[config.mk]
export PLATFORM = sky130hd
export DESIGN_NAME = uart_tx_serializer
export DESIGN_NICKNAME = d
export VERILOG_FILES = /design/src/rtl/uart_pkg.sv /design/src/rtl/uart_baud_tick.sv /design/src/rtl/uart_tx_serializer.sv
export SDC_FILE = /design/constraint.sdc
export NUM_CORES = 1
export LEC_CHECK = 0
export BUFFER_PORTS_ARGS = -buffer_cell sky130_fd_sc_hd__buf_2
export CAP_MARGIN = 30
export CELL_PAD_IN_SITES_DETAIL_PLACEMENT = 1
export CELL_PAD_IN_SITES_GLOBAL_PLACEMENT = 2
export CORE_ASPECT_RATIO = 0.9
export CORE_MARGIN = 1.5
export CORE_UTILIZATION = 38
export DETAILED_ROUTE_END_ITERATION = 8
export PLACE_DENSITY = 0.83
export SLEW_MARGIN = 20
export SYNTH_ARGS = -nofsm -noshare
export SYNTH_HDL_FRONTEND = slang
export SYNTH_SLANG_ARGS = --single-unit
[constraint.sdc]
create_clock -name clk -period 3.5 [get_ports clk]
set_input_delay 0.7 -clock clk [delete_from_list [all_inputs] [get_ports clk]]
set_output_delay 0.7 -clock clk [all_outputs]
set_load 0.05 [all_outputs]
[src/rtl/uart_pkg.sv]
// ---------------------------------------------------------------------------
// uart_pkg
// Shared definitions for the UART transmit and receive paths.
//   OVERSAMPLE     : baud ticks per serial bit (fixed at 16)
//   OS_W           : width of an oversample counter
//   DVSR_W_DEFAULT : default width of the baud divisor input
//   tx_state_t     : transmitter frame states
//   rx_state_t     : matching receiver frame states
//   even_parity    : even-parity helper (XOR of all bits)
// ---------------------------------------------------------------------------
package uart_pkg;

   localparam int OVERSAMPLE        = 16;
   localparam int OS_W              = $clog2(OVERSAMPLE);
   localparam int DVSR_W_DEFAULT    = 11;
   localparam int DATA_BITS_DEFAULT = 8;

   typedef enum logic [2:0] {
      IDLE   = 3'd0,
      START  = 3'd1,
      DATA   = 3'd2,
      PARITY = 3'd3,
      STOP   = 3'd4
   } tx_state_t;

   typedef enum logic [2:0] {
      RX_IDLE   = 3'd0,
      RX_START  = 3'd1,
      RX_DATA   = 3'd2,
      RX_PARITY = 3'd3,
      RX_STOP   = 3'd4
   } rx_state_t;

   // Even parity: the bit that makes the total count of ones even.
   // Callers zero-extend narrower payloads, which leaves the result unchanged.
   function automatic logic even_parity(input logic [15:0] d);
      return ^d;
   endfunction

endpackage

[src/rtl/uart_baud_tick.sv]
// ---------------------------------------------------------------------------
// uart_baud_tick
// Baud-rate tick generator: counts 0..dvsr_i-1 while enabled and pulses
// tick_o for one clock on the last count, then wraps. Shared by TX and RX.
// Ports:
//   clk, rst : clock, asynchronous active-high reset
//   en_i     : counter runs only while high
//   clr_i    : synchronous clear to 0 (takes priority over en_i)
//   dvsr_i   : divisor, must be >= 1 (callers map 0 to 1)
//   tick_o   : one-clock pulse every dvsr_i enabled clocks
// ---------------------------------------------------------------------------
module uart_baud_tick #(
   parameter int DVSR_W = 11
) (
   input  logic              clk,
   input  logic              rst,
   input  logic              en_i,
   input  logic              clr_i,
   input  logic [DVSR_W-1:0] dvsr_i,
   output logic              tick_o
);

   logic [DVSR_W-1:0] cnt_q;
   logic [DVSR_W-1:0] cnt_d;
   logic              at_end_s;

   assign at_end_s = (cnt_q == (dvsr_i - DVSR_W'(1)));
   assign tick_o   = en_i && !clr_i && at_end_s;

   // Next count: clear wins, otherwise advance and wrap while enabled.
   always_comb begin
      cnt_d = cnt_q;
      if (clr_i) begin
         cnt_d = {DVSR_W{1'b0}};
      end else if (en_i) begin
         if (at_end_s) begin
            cnt_d = {DVSR_W{1'b0}};
         end else begin
            cnt_d = cnt_q + DVSR_W'(1);
         end
      end else begin
         cnt_d = cnt_q;
      end
   end

   // Divisor counter register.
   always_ff @(posedge clk or posedge rst) begin
      if (rst) begin
         cnt_q <= {DVSR_W{1'b0}};
      end else begin
         cnt_q <= cnt_d;
      end
   end

endmodule

[src/rtl/uart_tx_serializer.sv]
// ---------------------------------------------------------------------------
// uart_tx_serializer
// UART transmitter: accepts one byte per valid/ready handshake and sends it
// LSB-first as an 8N1 frame. Each bit lasts OVERSAMPLE baud ticks, a tick
// every dvsr clocks (dvsr latched at accept, 0 treated as 1).
// Build option: define UART_TX_PARITY_EN to insert an even-parity bit
// between the last data bit and the stop bit (ports are unchanged).
// Ports:
//   clk, rst   : clock, asynchronous active-high reset
//   dvsr       : baud divisor
//   tx_data    : byte to send
//   tx_valid   : tx_data valid
//   tx_ready   : high only in IDLE; transfer when tx_valid && tx_ready
//   serial_out : registered serial line, idle high
//   tx_busy    : high from the cycle after accept until frame end
//   tx_done    : one-cycle pulse at frame end
// ---------------------------------------------------------------------------
module uart_tx_serializer
   import uart_pkg::*;
#(
   parameter int DATA_BITS = 8,
   parameter int DVSR_W    = DVSR_W_DEFAULT
) (
   input  logic                 clk,
   input  logic                 rst,
   input  logic [DVSR_W-1:0]    dvsr,
   input  logic [DATA_BITS-1:0] tx_data,
   input  logic                 tx_valid,
   output logic                 tx_ready,
   output logic                 serial_out,
   output logic                 tx_busy,
   output logic                 tx_done
);

   localparam int BIT_W = (DATA_BITS > 1) ? $clog2(DATA_BITS) : 1;
   localparam logic [BIT_W-1:0] BIT_LAST = BIT_W'(DATA_BITS - 1);
   localparam logic [OS_W-1:0]  OS_LAST  = OS_W'(OVERSAMPLE - 1);

   tx_state_t            state_q,   state_d;
   logic [DATA_BITS-1:0] shift_q,   shift_d;
   logic [BIT_W-1:0]     bit_cnt_q, bit_cnt_d;
   logic [OS_W-1:0]      os_q,      os_d;
   logic [DVSR_W-1:0]    dvsr_l_q,  dvsr_l_d;
   logic                 line_q,    line_d;
   logic                 ready_q,   ready_d;
   logic                 busy_q,    busy_d;
   logic                 done_q,    done_d;
`ifdef UART_TX_PARITY_EN
   logic                 parity_q,  parity_d;
`endif

   logic accept_s;
   logic tick_s;
   logic bit_end_s;

   assign accept_s  = (state_q == IDLE) && tx_valid;
   // Last tick of the current bit period.
   assign bit_end_s = tick_s && (os_q == OS_LAST);

   // Tick generator is held in IDLE and cleared at accept so that bit
   // edges land exactly 16*dvsr clocks apart starting from the accept edge.
   uart_baud_tick #(
      .DVSR_W (DVSR_W)
   ) u_baud_tick (
      .clk    (clk),
      .rst    (rst),
      .en_i   (state_q != IDLE),
      .clr_i  (accept_s),
      .dvsr_i (dvsr_l_q),
      .tick_o (tick_s)
   );

   // Frame sequencing: next state, shift register, counters and line level.
   always_comb begin
      state_d   = state_q;
      shift_d   = shift_q;
      bit_cnt_d = bit_cnt_q;
      dvsr_l_d  = dvsr_l_q;
      line_d    = line_q;
      done_d    = 1'b0;
`ifdef UART_TX_PARITY_EN
      parity_d  = parity_q;
`endif
      if (tick_s) begin
         os_d = os_q + OS_W'(1);
      end else begin
         os_d = os_q;
      end

      case (state_q)
         IDLE: begin
            line_d = 1'b1;
            if (accept_s) begin
               shift_d   = tx_data;
               dvsr_l_d  = (dvsr == {DVSR_W{1'b0}}) ? DVSR_W'(1) : dvsr;
               os_d      = {OS_W{1'b0}};
               bit_cnt_d = {BIT_W{1'b0}};
               line_d    = 1'b0;
               state_d   = START;
`ifdef UART_TX_PARITY_EN
               parity_d  = even_parity(16'(tx_data));
`endif
            end else begin
               state_d = IDLE;
            end
         end
         START: begin
            if (bit_end_s) begin
               os_d    = {OS_W{1'b0}};
               line_d  = shift_q[0];
               state_d = DATA;
            end else begin
               state_d = START;
            end
         end
         DATA: begin
            if (bit_end_s) begin
               os_d = {OS_W{1'b0}};
               if (bit_cnt_q == BIT_LAST) begin
`ifdef UART_TX_PARITY_EN
                  line_d  = parity_q;
                  state_d = PARITY;
`else
                  line_d  = 1'b1;
                  state_d = STOP;
`endif
               end else begin
                  // Next bit to send is shift_q[1]; present it as the
                  // register shifts so the line stays registered.
                  bit_cnt_d = bit_cnt_q + BIT_W'(1);
                  shift_d   = {1'b0, shift_q[DATA_BITS-1:1]};
                  line_d    = shift_q[1];
               end
            end else begin
               state_d = DATA;
            end
         end
         PARITY: begin
            if (bit_end_s) begin
               os_d    = {OS_W{1'b0}};
               line_d  = 1'b1;
               state_d = STOP;
            end else begin
               state_d = PARITY;
            end
         end
         STOP: begin
            line_d = 1'b1;
            if (bit_end_s) begin
               os_d    = {OS_W{1'b0}};
               done_d  = 1'b1;
               state_d = IDLE;
            end else begin
               state_d = STOP;
            end
         end
         default: begin
            line_d  = 1'b1;
            state_d = IDLE;
         end
      endcase

      // Handshake flags follow the state being entered, so tx_done,
      // tx_ready and the fall of tx_busy share the same cycle.
      ready_d = (state_d == IDLE);
      busy_d  = (state_d != IDLE);
   end

   // State and datapath registers; reset drives the line high at once.
   always_ff @(posedge clk or posedge rst) begin
      if (rst) begin
         state_q   <= IDLE;
         shift_q   <= {DATA_BITS{1'b0}};
         bit_cnt_q <= {BIT_W{1'b0}};
         os_q      <= {OS_W{1'b0}};
         dvsr_l_q  <= DVSR_W'(1);
         line_q    <= 1'b1;
         ready_q   <= 1'b1;
         busy_q    <= 1'b0;
         done_q    <= 1'b0;
`ifdef UART_TX_PARITY_EN
         parity_q  <= 1'b0;
`endif
      end else begin
         state_q   <= state_d;
         shift_q   <= shift_d;
         bit_cnt_q <= bit_cnt_d;
         os_q      <= os_d;
         dvsr_l_q  <= dvsr_l_d;
         line_q    <= line_d;
         ready_q   <= ready_d;
         busy_q    <= busy_d;
         done_q    <= done_d;
`ifdef UART_TX_PARITY_EN
         parity_q  <= parity_d;
`endif
      end
   end

   assign serial_out = line_q;
   assign tx_ready   = ready_q;
   assign tx_busy    = busy_q;
   assign tx_done    = done_q;

endmodule

==> results of run 1 <==
-- power groups by stage --
stage	Sequential [uW]	Combinational, uW	Clock, uW
2_1_floorplan	780	435	0
3_3_place_gp	817	523	0
3_5_place_dp	824	541	0
4_1_cts	817	546	352
5_1_grt	848	604	368
6_report	818	540	344
-- kinds of logic (layout without fill, tap and decap cells) --
kind of cell	Yosys count	after routing	share of synthesized area (%)
compound gates	46	46	12.2
xor+xnor	14	14	4.72
fa+ha+maj	5	5	2.41
buf+inv	21	44	3.51
flops	44	44	42.5
mux	25	25	11.9
simple gates	107	107	22.7
-- worst max-delay path, delay by kind of cell (launching register included) --
kind	cells	cell delay (ns)
mux	1	0.34
flops	1	0.59
compound gates	4	1.00
simple gates	2	0.64
fa+ha+maj	1	0.30
buf+inv	1	0.08
-- worst paths after layout --
| path | startpoint | end | slack (ns) | cells after the start |
|---|---|---|---|---|
| max in group asynchronous | rst | tx_ready$_DFF_PP1_ | 2.28 | 3 |
| min | rst | dvsr_l_q[3]$_DFFE_PP0P_ | 0.43 | 2 |
| min in group clk | shift_q[7]$_DFFE_PP0P_ | shift_q[7]$_DFFE_PP0P_ | 0.51 | 1 |
| min reg2reg | shift_q[7]$_DFFE_PP0P_ | shift_q[7]$_DFFE_PP0P_ | 0.51 | 1 |
| max | dvsr_l_q[0]$_DFFE_PP1P_ | shift_q[3]$_DFFE_PP0P_ | 0.46 | 9 |
| max reg2reg | dvsr_l_q[0]$_DFFE_PP1P_ | shift_q[3]$_DFFE_PP0P_ | 0.46 | 9 |
-- layer usage --
| layer | wire [um] | vias to the layer above | global-route usage (%) | part of all wire, % |
|---|---|---|---|---|
| li1 | - | 992 | - | - |
| met1 | 3160 | 1031 | 25.4 | 50 |
| met2 | 2890 | 29 | 31.4 | 46 |
| met3 | 183 | 8 | 3.89 | 2.9 |
| met4 | 81 | 0 | 4.44 | 1.3 |
| met5 | 0 | - | 0 | 0 |
-- synthesized netlist by cell type, types with 2 or more instances --
master	instances	share of area, %
or4_1	5	1.4
a21oi_1	11	2.1
and3_1	2	0.48
nand2_1	30	4.3
o21ai_0	6	1.2
nor2_1	19	2.7
or2_1	2	0.48
or3_1	5	1.2
or2_2	2	0.48
a21o_1	3	0.87
inv_1	7	1.0
mux2_4	8	4.6
nor4b_1	3	1.0
nand3_1	14	2.7
mux2_1	6	2.6
nand2b_1	3	0.72
a22o_1	3	1.0
o211ai_1	4	1.2
mux2_2	10	4.3
clkbuf_1	10	1.4
xnor2_1	9	3.0
ha_1	5	2.4
dfrtp_1	41	39
nor3_1	6	1.2
a31oi_1	3	0.72
xor2_1	5	1.7
and4_1	2	0.67
dfstp_2	3	3.0
o21ai_1	4	0.77
nor4_1	4	0.96
-- layout make-up --
class	instances	area, um^2	share of cell area, %
multi-input cells	197	1400	48.5
flip-flops and latches	44	1100	38.1
repair buffers	29	155	5.36
well taps	90	113	3.89
clock buffers	7	86.3	2.98
inverters	7	26.3	0.907
clock inverters	1	7.51	0.259
-- through the flow --
step	std cells	setup WS (ns)
final	375	0.458
after global routing	375	0.208
after CTS	375	0.478
after detailed placement	367	0.506
after global placement	367	0.652
after floorplan	262	0.819
-- state kept, by name, summed over array words and instances, names as in the netlist, 3 cells and up --
signal             cells
u_baud_tick.cnt_q     11
dvsr_l_q              11
state_q                3
os_q                   4
bit_cnt_q              3
shift_q                8
==> flow_metrics.env, run 1 <==
export IMPL_outcome="complete, no violations"
export IMPL_drt_wl_total_mm=6.32
export IMPL_rows=28
export IMPL_ctsResizeCount=0
export IMPL_path_cells="inv_1 > ha_1 > o21ba_2 > a221oi_1 > a41oi_1 > nor3_1 > and4b_1 > a21o_1 > mux2_4"
export IMPL_fin_crit_ns=3.04
export IMPL_cts_sinks=44
export IMPL_root_buffer="clkbuf_8"
export IMPL_synth_seq_cells=44
export IMPL_via_count=2060
export IMPL_synthCells=262
export IMPL_grt_pass1_vias=2181
export IMPL_clock_path_buffers=2
export IMPL_yosysUniqueCellTypes=57
export IMPL_hold_buffers=0
export IMPL_fillers=780
export IMPL_p_leak_uw=0.00126
export IMPL_wire_per_inst_um=16.9
export IMPL_total_power_uw=1700
export IMPL_die_w_um=90.2
export IMPL_required_ns=3.69
export IMPL_synth_edff_count=0
export IMPL_numCtsBuffers=5
export IMPL_core_area_um2=6590
export IMPL_power_frac_clock_pct=20.2
export IMPL_yosysSeqAreaShare_pct=42.5
export IMPL_clock_latency_ns=0.30
export IMPL_whs_ns=0.429
export IMPL_dr_pass1_iters=4
export IMPL_fin_crit_sh_pct=86.9
export IMPL_via_per_inst=5.49
export IMPL_grt_pass1_wl_mm=10.9
export IMPL_drt_iter0_markers=91
export IMPL_postRouteAntennaNets=0
export IMPL_stdcell_area_um2=2900
export IMPL_fmaxAchievable_ghz=0.329
export IMPL_layout_common_cells="41 x dfrtp_1, 30 x nand2_1, 25 x buf_2, 19 x nor2_1, 14 x nand3_1"
export IMPL_place_area_um2=2800
export IMPL_gp_congestion=0.829
export IMPL_port_buffers=25
export IMPL_die_area_um2=7350
export IMPL_grt_max_degree=26
export IMPL_htreeDepth=2
export IMPL_max_cap_violations=0
export IMPL_setup_violations=0
export IMPL_postCtsSetupBuffers=0
export IMPL_seqPwrFrac_pct=48.1
export IMPL_power_density_nw_per_um2=588
export IMPL_hold_class="in2async"
export IMPL_end_kind="flop"
export IMPL_final_util_pct=44.0
export IMPL_synth_net_count=289
export IMPL_nets=311
export IMPL_async_flop_share_pct=100
export IMPL_die_y_um=81.5
export IMPL_layout_commonest_cell="dfrtp_1"
export IMPL_yosys_warnings=0
export IMPL_p_int_uw=1070
export IMPL_worst_slew_pin_slew_ns=0.762
export IMPL_cp_max_fo=8
export IMPL_cp_slowest_cell="dfstp_2"
export IMPL_critPathKind="reg2reg"
export IMPL_finalHoldViolCount=0
export IMPL_power_switching_share_pct=36.9
export IMPL_layout_drive_gt1_share_pct=23.2
export IMPL_syn_to_final_growth_pct=11.4
export IMPL_track_usage_pct=18.8
export IMPL_ioPinCount=26
export IMPL_cp_start_kind="flop"
export IMPL_initial_utilization_pct=39.5
export IMPL_clkSlewWorstSetupHoldPaths_ns=0.08
export IMPL_peakVddDrop_v=0.000171
export IMPL_setup_tns_ns=0
export IMPL_rsz0062_at_grt="no"
export IMPL_syn_area_per_cell_um2=9.92
export IMPL_remaining_drc_errors=0
export IMPL_arrival_ns=3.23
export IMPL_combPwrFrac_pct=31.7
export IMPL_slew_headroom_pct=48.9
export IMPL_dp_hpwl_mm=4.55
export IMPL_grt_overflow=0
export IMPL_p_sw_uw=628
export IMPL_cts_tree="done"
export IMPL_synth_area_um2=2600
export IMPL_antenna_cells=0
export IMPL_antenna_found_initial=0
export IMPL_skew_ns=0.00623
export IMPL_slowest_delay_ns=0.59
export IMPL_synth_main_ff_cell="dfrtp_1"
export IMPL_report_final_slew_viol_count=0
(Power assumes the default switching activity.)
==> run 2, diff against run 1 <==
--- a/config.mk
+++ b/config.mk
@@ -5,13 +5,14 @@
 export SDC_FILE = /design/constraint.sdc
 export NUM_CORES = 1
 export LEC_CHECK = 0
+export ABC_AREA = 1
 export BUFFER_PORTS_ARGS = -buffer_cell sky130_fd_sc_hd__buf_2
 export CAP_MARGIN = 30
 export CELL_PAD_IN_SITES_DETAIL_PLACEMENT = 1
 export CELL_PAD_IN_SITES_GLOBAL_PLACEMENT = 2
 export CORE_ASPECT_RATIO = 0.9
 export CORE_MARGIN = 1.5
-export CORE_UTILIZATION = 38
+export CORE_UTILIZATION = 36
 export DETAILED_ROUTE_END_ITERATION = 8
 export PLACE_DENSITY = 0.83
 export SLEW_MARGIN = 20
==> run 2 against run 1 <==
  * Non-clock buffer count down 1
  * Die area up 17%
  * Via count up 20%
  * Clock-buffer cell count down 2
  * Clock power up 21%
  * Critical path depth up 6
  * Register-to-register slack better by 0.45 ns
  * Worst hold slack worse by 0.073 ns
  * Synthesized cell count up 37%
  * Combinational power up 100%
  * Global-route usage down 0.29 points
  * Sequential share of layout area down 4.1 points
==> flow_metrics.env, run 2 <==
export IMPL_synth_top_family_by_area="simple AND/OR/NAND/NOR gates"
export IMPL_die_area_um2=8580
export IMPL_cpMostUsedCell="nand2_1"
export IMPL_ioPinCount=26
export IMPL_worst_slew_pin_slew_ns=0.540
export IMPL_via_per_inst=5.10
export IMPL_setup_violations=0
export IMPL_drt_iter0_markers=62
export IMPL_drt_wl_total_mm=7.24
export IMPL_initial_utilization_pct=37.8
export IMPL_synth_net_count=387
export IMPL_critPathKind="reg2reg"
export IMPL_synth_main_ff_cell="dfrtp_1"
export IMPL_clock_path_buffers=2
export IMPL_layout_common_cells="86 x nand2_1, 41 x dfrtp_1, 39 x inv_1, 26 x nand3_1, 25 x buf_2"
export IMPL_yosysTopAreaCell="dfrtp_1"
export IMPL_track_usage_pct=18.5
export IMPL_end_kind="flop"
export IMPL_cts_tree="done"
export IMPL_skew_ns=0.0124
export IMPL_antenna_cells=0
export IMPL_core_area_um2=7660
export IMPL_yosysSeqAreaShare_pct=38.2
export IMPL_max_cap_violations=0
export IMPL_yosysUniqueCellTypes=37
export IMPL_rsz0062_at_grt="no"
export IMPL_p_leak_uw=0.00155
export IMPL_synth_common_cells="86 x nand2_1, 41 x dfrtp_1, 40 x inv_1, 26 x nand3_1, 21 x o21ai_0"
export IMPL_wire_per_inst_um=14.9
export IMPL_synthCells=360
export IMPL_cp_slowest_cell="dfstp_2"
export IMPL_grt_max_degree=29
export IMPL_cp_start_kind="flop"
export IMPL_synth_xor_area_share_pct=3.94
export IMPL_power_density_nw_per_um2=726
export IMPL_fin_crit_sh_pct=73.9
export IMPL_async_flop_share_pct=100
export IMPL_remaining_drc_errors=0
export IMPL_synthTopCellsByArea="dfrtp_1 35%, nand2_1 11%, inv_1 5.2%"
export IMPL_antenna_found_initial=0
export IMPL_cp_max_fo=22
export IMPL_yosys_area_share_simple_pct=35.6
export IMPL_hold_class="in2async"
export IMPL_ctsResizeCount=0
export IMPL_yosysTopAreaCellShare_pct=35.5
export IMPL_nets=416
export IMPL_hold_buffers=0
export IMPL_clock_latency_ns=0.31
export IMPL_grt_pass1_wl_mm=12.7
export IMPL_dp_hpwl_mm=5.76
export IMPL_dr_pass1_iters=4
export IMPL_synthAdderAreaFrac_pct=2.16
export IMPL_syn_to_final_growth_pct=12.3
export IMPL_cts_sinks=44
export IMPL_layout_commonest_cell="nand2_1"
export IMPL_peakVddDrop_v=0.000326
export IMPL_grt_pass1_vias=2580
export IMPL_fmaxAchievable_ghz=0.386
export IMPL_crit_buf_inv=2
export IMPL_layout_drive_gt1_share_pct=26.4
export IMPL_path_cells="inv_2 > ha_1 > inv_1 > nand2_1 > nand2_1 > nor2_1 > nand3_1 > nor2_4 > nand3b_4 > nor2_4 > nand4_4 > nand2_2 > nand3_4 > nand2_1 > o21ai_2"
export IMPL_cpLargestDelayFamily="simple AND/OR/NAND/NOR gates"
export IMPL_slowest_delay_ns=0.56
export IMPL_arrival_ns=2.79
export IMPL_clkSlewWorstSetupHoldPaths_ns=0.10
export IMPL_rows=30
export IMPL_postCtsSetupBuffers=0
export IMPL_htreeDepth=2
export IMPL_fin_crit_ns=2.59
export IMPL_setup_tns_ns=0
export IMPL_outcome="complete, no violations"
export IMPL_muxShareOfSynthArea_pct=2.08
export IMPL_grt_overflow=0
export IMPL_largestRegisters="dvsr_l_q x11, u_baud_tick.cnt_q x11, shift_q x8"
export IMPL_synth_edff_count=0
export IMPL_gp_congestion=0.819
export IMPL_synth_area_um2=2890
export IMPL_finalHoldViolCount=0
export IMPL_yosys_warnings=0
export IMPL_die_w_um=97.5
export IMPL_required_ns=3.70
export IMPL_via_count=2480
export IMPL_synth_seq_cells=44
export IMPL_synth_compound_area_share_pct=10.6
export IMPL_final_util_pct=42.4
export IMPL_report_final_slew_viol_count=0
export IMPL_die_y_um=88.0
export IMPL_syn_area_per_cell_um2=8.04
export IMPL_postRouteAntennaNets=0
export IMPL_slew_headroom_pct=63.6
export IMPL_root_buffer="clkbuf_8"
export IMPL_port_buffers=25
export IMPL_numCtsBuffers=5
export IMPL_yosysMostFrequentCell="nand2_1"
## run 2: changes by cell type in the layout (fill, tap and decap cells not counted), moves of 8 or more
cell / previous run / this run
nand2_1: 30 / 86
inv_1: 6 / 39
nand2_2: 0 / 19
o21ai_0: 6 / 21
nand3_1: 14 / 26
o21ai_2: 0 / 11
mux2_2: 10 / 0
mux2_4: 8 / 0
## run 2: worst paths after layout
path,from,endpoint,slack [ns],cells past startpoint
worst max-delay path,dvsr_l_q[0]$_DFFE_PP1P_,shift_q[4]$_DFFE_PP0P_,0.91,15
worst min-delay path,rst,u_baud_tick.cnt_q[5]$_DFFE_PP0N_,0.36,2
worst max register to register,dvsr_l_q[0]$_DFFE_PP1P_,shift_q[4]$_DFFE_PP0P_,0.91,15
worst min register to register,shift_q[3]$_DFFE_PP0P_,shift_q[3]$_DFFE_PP0P_,0.50,2
max in group asynchronous,rst,serial_out$_DFFE_PP1P_,2.58,3
min in group clk,shift_q[3]$_DFFE_PP0P_,shift_q[3]$_DFFE_PP0P_,0.50,2
## run 2: cells by family (layout without fill, tap and decap cells)
kind of cell / count (synthesis) / count (layout)
xor gates and xnor gates: 13 / 13
muxes: 6 / 6
AOI/OAI and AO/OA: 49 / 49
buffers and inverters: 53 / 83
and+or+nand+nor: 190 / 190
adders and majority gates: 5 / 5
DFF: 44 / 44
## run 2: stage by stage
step	hold WS (ns)	std cells	total power [uW]	worst slack, ns	instance area, um^2
2_1_floorplan	0.455	360	1700	1.33	2890
3_3_place_gp	0.468	477	1920	0.968	3110
3_5_place_dp	0.477	478	1960	0.910	3130
4_1_cts	0.367	486	2390	0.892	3250
5_1_grt	0.386	486	2580	0.665	3250
6_report	0.356	486	2360	0.912	3250
## run 2: layer usage
layer	up-vias	global-route usage [%]	routed length, um
li1	1233	-	-
met1	1222	26.2	3760
met2	17	30.2	3260
met3	8	2.79	145
met4	0	4.29	70
met5	-	0	0
## run 2: layout make-up
cell class                 instances  area [um^2]
clock buffer                       5         68.8
clock inverter                     3         46.3
fill                             976         4410
inverter                          47          176
multi-input combinational        263         1570
sequential                        44         1100
tap                               96          120
timing repair buffer              28          160
## run 2: worst reg2reg max path, stage by stage (launching register included)
cell	delay (ns)
dfstp_2	0.56
inv_2	0.06
ha_1	0.30
inv_1	0.05
nand2_1	0.06
nand2_1	0.05
nor2_1	0.09
nand3_1	0.14
nor2_4	0.19
nand3b_4	0.11
nor2_4	0.12
nand4_4	0.11
nand2_2	0.11
nand3_4	0.28
nand2_1	0.19
o21ai_2	0.06
## run 2: power breakdown
group          internal (uW)  switching (uW)
Sequential               691             175
Combinational            377             701
Clock                    215             200
Total                   1280            1080
==> run 3, diff against run 2 <==
==> constraint.sdc (replaced) <==
create_clock -name clk -period 2.6 [get_ports clk]
set_input_delay 0.52 -clock clk [delete_from_list [all_inputs] [get_ports clk]]
set_output_delay 0.52 -clock clk [all_outputs]
set_load 0.05 [all_outputs]
==> run 3 against run 2 <==
  * Core utilization increased by 0.72 points
  * Register-to-register slack got worse by 0.74 ns
  * First-iteration DRC count increased by 71%
  * Sequential share of layout area decreased by 0.57 points
  * Clock power increased by 30%
  * Worst setup slack got worse by 0.74 ns
  * Largest cell class unchanged
  * Largest power group unchanged
==> flow_metrics.env, run 3 (synthesis results as in run 2) <==
export IMPL_rrSetupSlack_ns=0.17
export IMPL_core_area_um2=7660
export IMPL_r2r_end="os_q[2]$_DFF_PP0_"
export IMPL_r2r_start="dvsr_l_q[0]$_DFFE_PP1P_"
export IMPL_path_cells="inv_2 > ha_4 > inv_1 > nand2_1 > nand2_1 > nor2_1 > nand3_2 > nor2_4 > nand2_2 > nor2_4 > nand3_4 > nor2_8 > buf_4 > nand2_1 > xor2_1 > nor2_1"
export IMPL_cts_tree="done"
export IMPL_setup_slack_ns=0.174
export IMPL_gp_congestion=0.857
export IMPL_drt_wl_total_mm=7.41
export IMPL_grt_pass1_wl_mm=12.8
export IMPL_ioPinCount=26
export IMPL_clkSlewWorstSetupHoldPaths_ns=0.09
export IMPL_cp_max_fo=6
export IMPL_rows=30
export IMPL_max_cap_violations=0
export IMPL_fin_crit_sh_pct=93.3
export IMPL_critPathKind="reg2reg"
export IMPL_cp_slowest_cell="dfstp_2"
export IMPL_grt_overflow=0
export IMPL_slowest_delay_ns=0.55
export IMPL_via_per_inst=4.97
export IMPL_grt_pass1_vias=2562
export IMPL_syn_to_final_growth_pct=14.2
export IMPL_setup_violations=0
export IMPL_grt_max_degree=45
export IMPL_root_buffer="clkbuf_8"
export IMPL_htreeDepth=2
export IMPL_outcome="complete, no violations"
export IMPL_clock_path_buffers=2
export IMPL_end_kind="flop"
export IMPL_rr_worst_depth=16
export IMPL_largestRegisters="dvsr_l_q x11, u_baud_tick.cnt_q x11, shift_q x8"
export IMPL_track_usage_pct=18.9
export IMPL_fillers=956
export IMPL_initial_utilization_pct=37.8
export IMPL_dr_pass1_iters=4
export IMPL_rsz0062_at_grt="no"
export IMPL_required_ns=2.80
export IMPL_remaining_drc_errors=0
export IMPL_die_y_um=88.0
export IMPL_die_area_um2=8580
export IMPL_setup_tns_ns=0
export IMPL_peakVddDrop_v=0.000371
export IMPL_hold_class="in2async"
export IMPL_fmaxAchievable_ghz=0.412
export IMPL_cpMostUsedCell="nand2_1"
export IMPL_crit_buf_inv=3
export IMPL_fin_crit_ns=2.43
export IMPL_layout_commonest_cell="nand2_1"
export IMPL_slew_headroom_pct=61.0
export IMPL_layout_common_cells="86 x nand2_1, 41 x dfrtp_1, 39 x inv_1, 25 x nand3_1, 25 x buf_2"
export IMPL_worst_slew_pin_slew_ns=0.585
export IMPL_nets=422
export IMPL_clock_latency_ns=0.31
export IMPL_postRouteAntennaNets=0
export IMPL_port_buffers=25
export IMPL_cts_sinks=44
export IMPL_via_count=2445
export IMPL_drt_iter0_markers=106
export IMPL_power_density_nw_per_um2=973
export IMPL_wire_per_inst_um=15.1
export IMPL_arrival_ns=2.63
export IMPL_cp_start_kind="flop"
export IMPL_finalHoldViolCount=0
export IMPL_numCtsBuffers=5
export IMPL_cpLargestDelayFamily="simple AND/OR/NAND/NOR gates"
export IMPL_layout_drive_gt1_share_pct=27.8
export IMPL_dp_hpwl_mm=5.67
export IMPL_post_place_ws_ns=0.117
export IMPL_antenna_cells=0
export IMPL_die_w_um=97.5
export IMPL_report_final_slew_viol_count=0
export IMPL_p_leak_uw=0.00157
export IMPL_antenna_found_initial=0
export IMPL_skew_ns=0.0113
## run 3: worst register-to-register path, cell delays in order, from the launching register on
cell and delay [ns]:
dfstp_2 0.55, inv_2 0.07, ha_4 0.27, inv_1 0.03, nand2_1 0.06, nand2_1 0.06, nor2_1 0.12, nand3_2 0.11
nor2_4 0.18, nand2_2 0.08, nor2_4 0.10, nand3_4 0.11, nor2_8 0.16, buf_4 0.13, nand2_1 0.08, xor2_1 0.15
nor2_1 0.05
## run 3: metrics by stage
step / total power (uW) / util, % / hold slack [ns] / cells / cell area (um^2)
2_1_floorplan: 2290 / - / 0.455 / 360 / 2890
3_3_place_gp: 2620 / 41.1 / 0.465 / 480 / 3150
3_5_place_dp: 2660 / 41.1 / 0.481 / 480 / 3150
4_1_cts: 3210 / 42.5 / 0.367 / 488 / 3260
5_1_grt: 3500 / 43.2 / 0.399 / 492 / 3300
6_report: 3210 / 43.2 / 0.340 / 492 / 3300
## run 3: where the power goes
| group | total, uW | switching [uW] | internal, uW |
|---|---|---|---|
| sequential | 1170 | 237 | 931 |
| combinational | 1510 | 971 | 536 |
| clock | 539 | 253 | 286 |
| total | 3210 | 1460 | 1750 |
## run 3: worst max path at each step
stage,startpoint,end,slack (ns),cells after the start
after CTS,dvsr_l_q[0]$_DFFE_PP1P_,shift_q[3]$_DFFE_PP0P_,0.10,16
final,dvsr_l_q[0]$_DFFE_PP1P_,os_q[2]$_DFF_PP0_,0.17,16
after global placement,dvsr_l_q[0]$_DFFE_PP1P_,shift_q[3]$_DFFE_PP0P_,0.18,16
after floorplan,dvsr_l_q[0]$_DFFE_PP1P_,shift_q[1]$_DFFE_PP0P_,0.43,16
after global routing,dvsr_l_q[0]$_DFFE_PP1P_,tx_busy$_DFF_PP0_,0.005,17
after detailed placement,dvsr_l_q[0]$_DFFE_PP1P_,shift_q[3]$_DFFE_PP0P_,0.12,16
## run 3: layout make-up
class	instances	area [um^2]	share of cell area (%)
Tap cell	96	120	3.63
Inverter	47	176	5.34
Clock inverter	2	35.0	1.06
Multi-Input combinational cell	263	1590	48.1
Sequential cell	44	1100	33.4
Clock buffer	6	72.6	2.20
Timing Repair Buffer	34	205	6.21
## run 3: what timing repair did
item | CTS | global route
setup buffers | 0 | 4
gates resized for setup | 0 | 2
setup endpoints to repair | 0 | 5
hold buffers | 0 | 0
## run 3: per-layer routing
layer	track usage [%]	part of all wire, %	wire [um]
met5	0	0	0
met4	4.68	0.97	72
met3	2.63	1.8	135
met2	29.0	44	3250
met1	28.1	53	3950
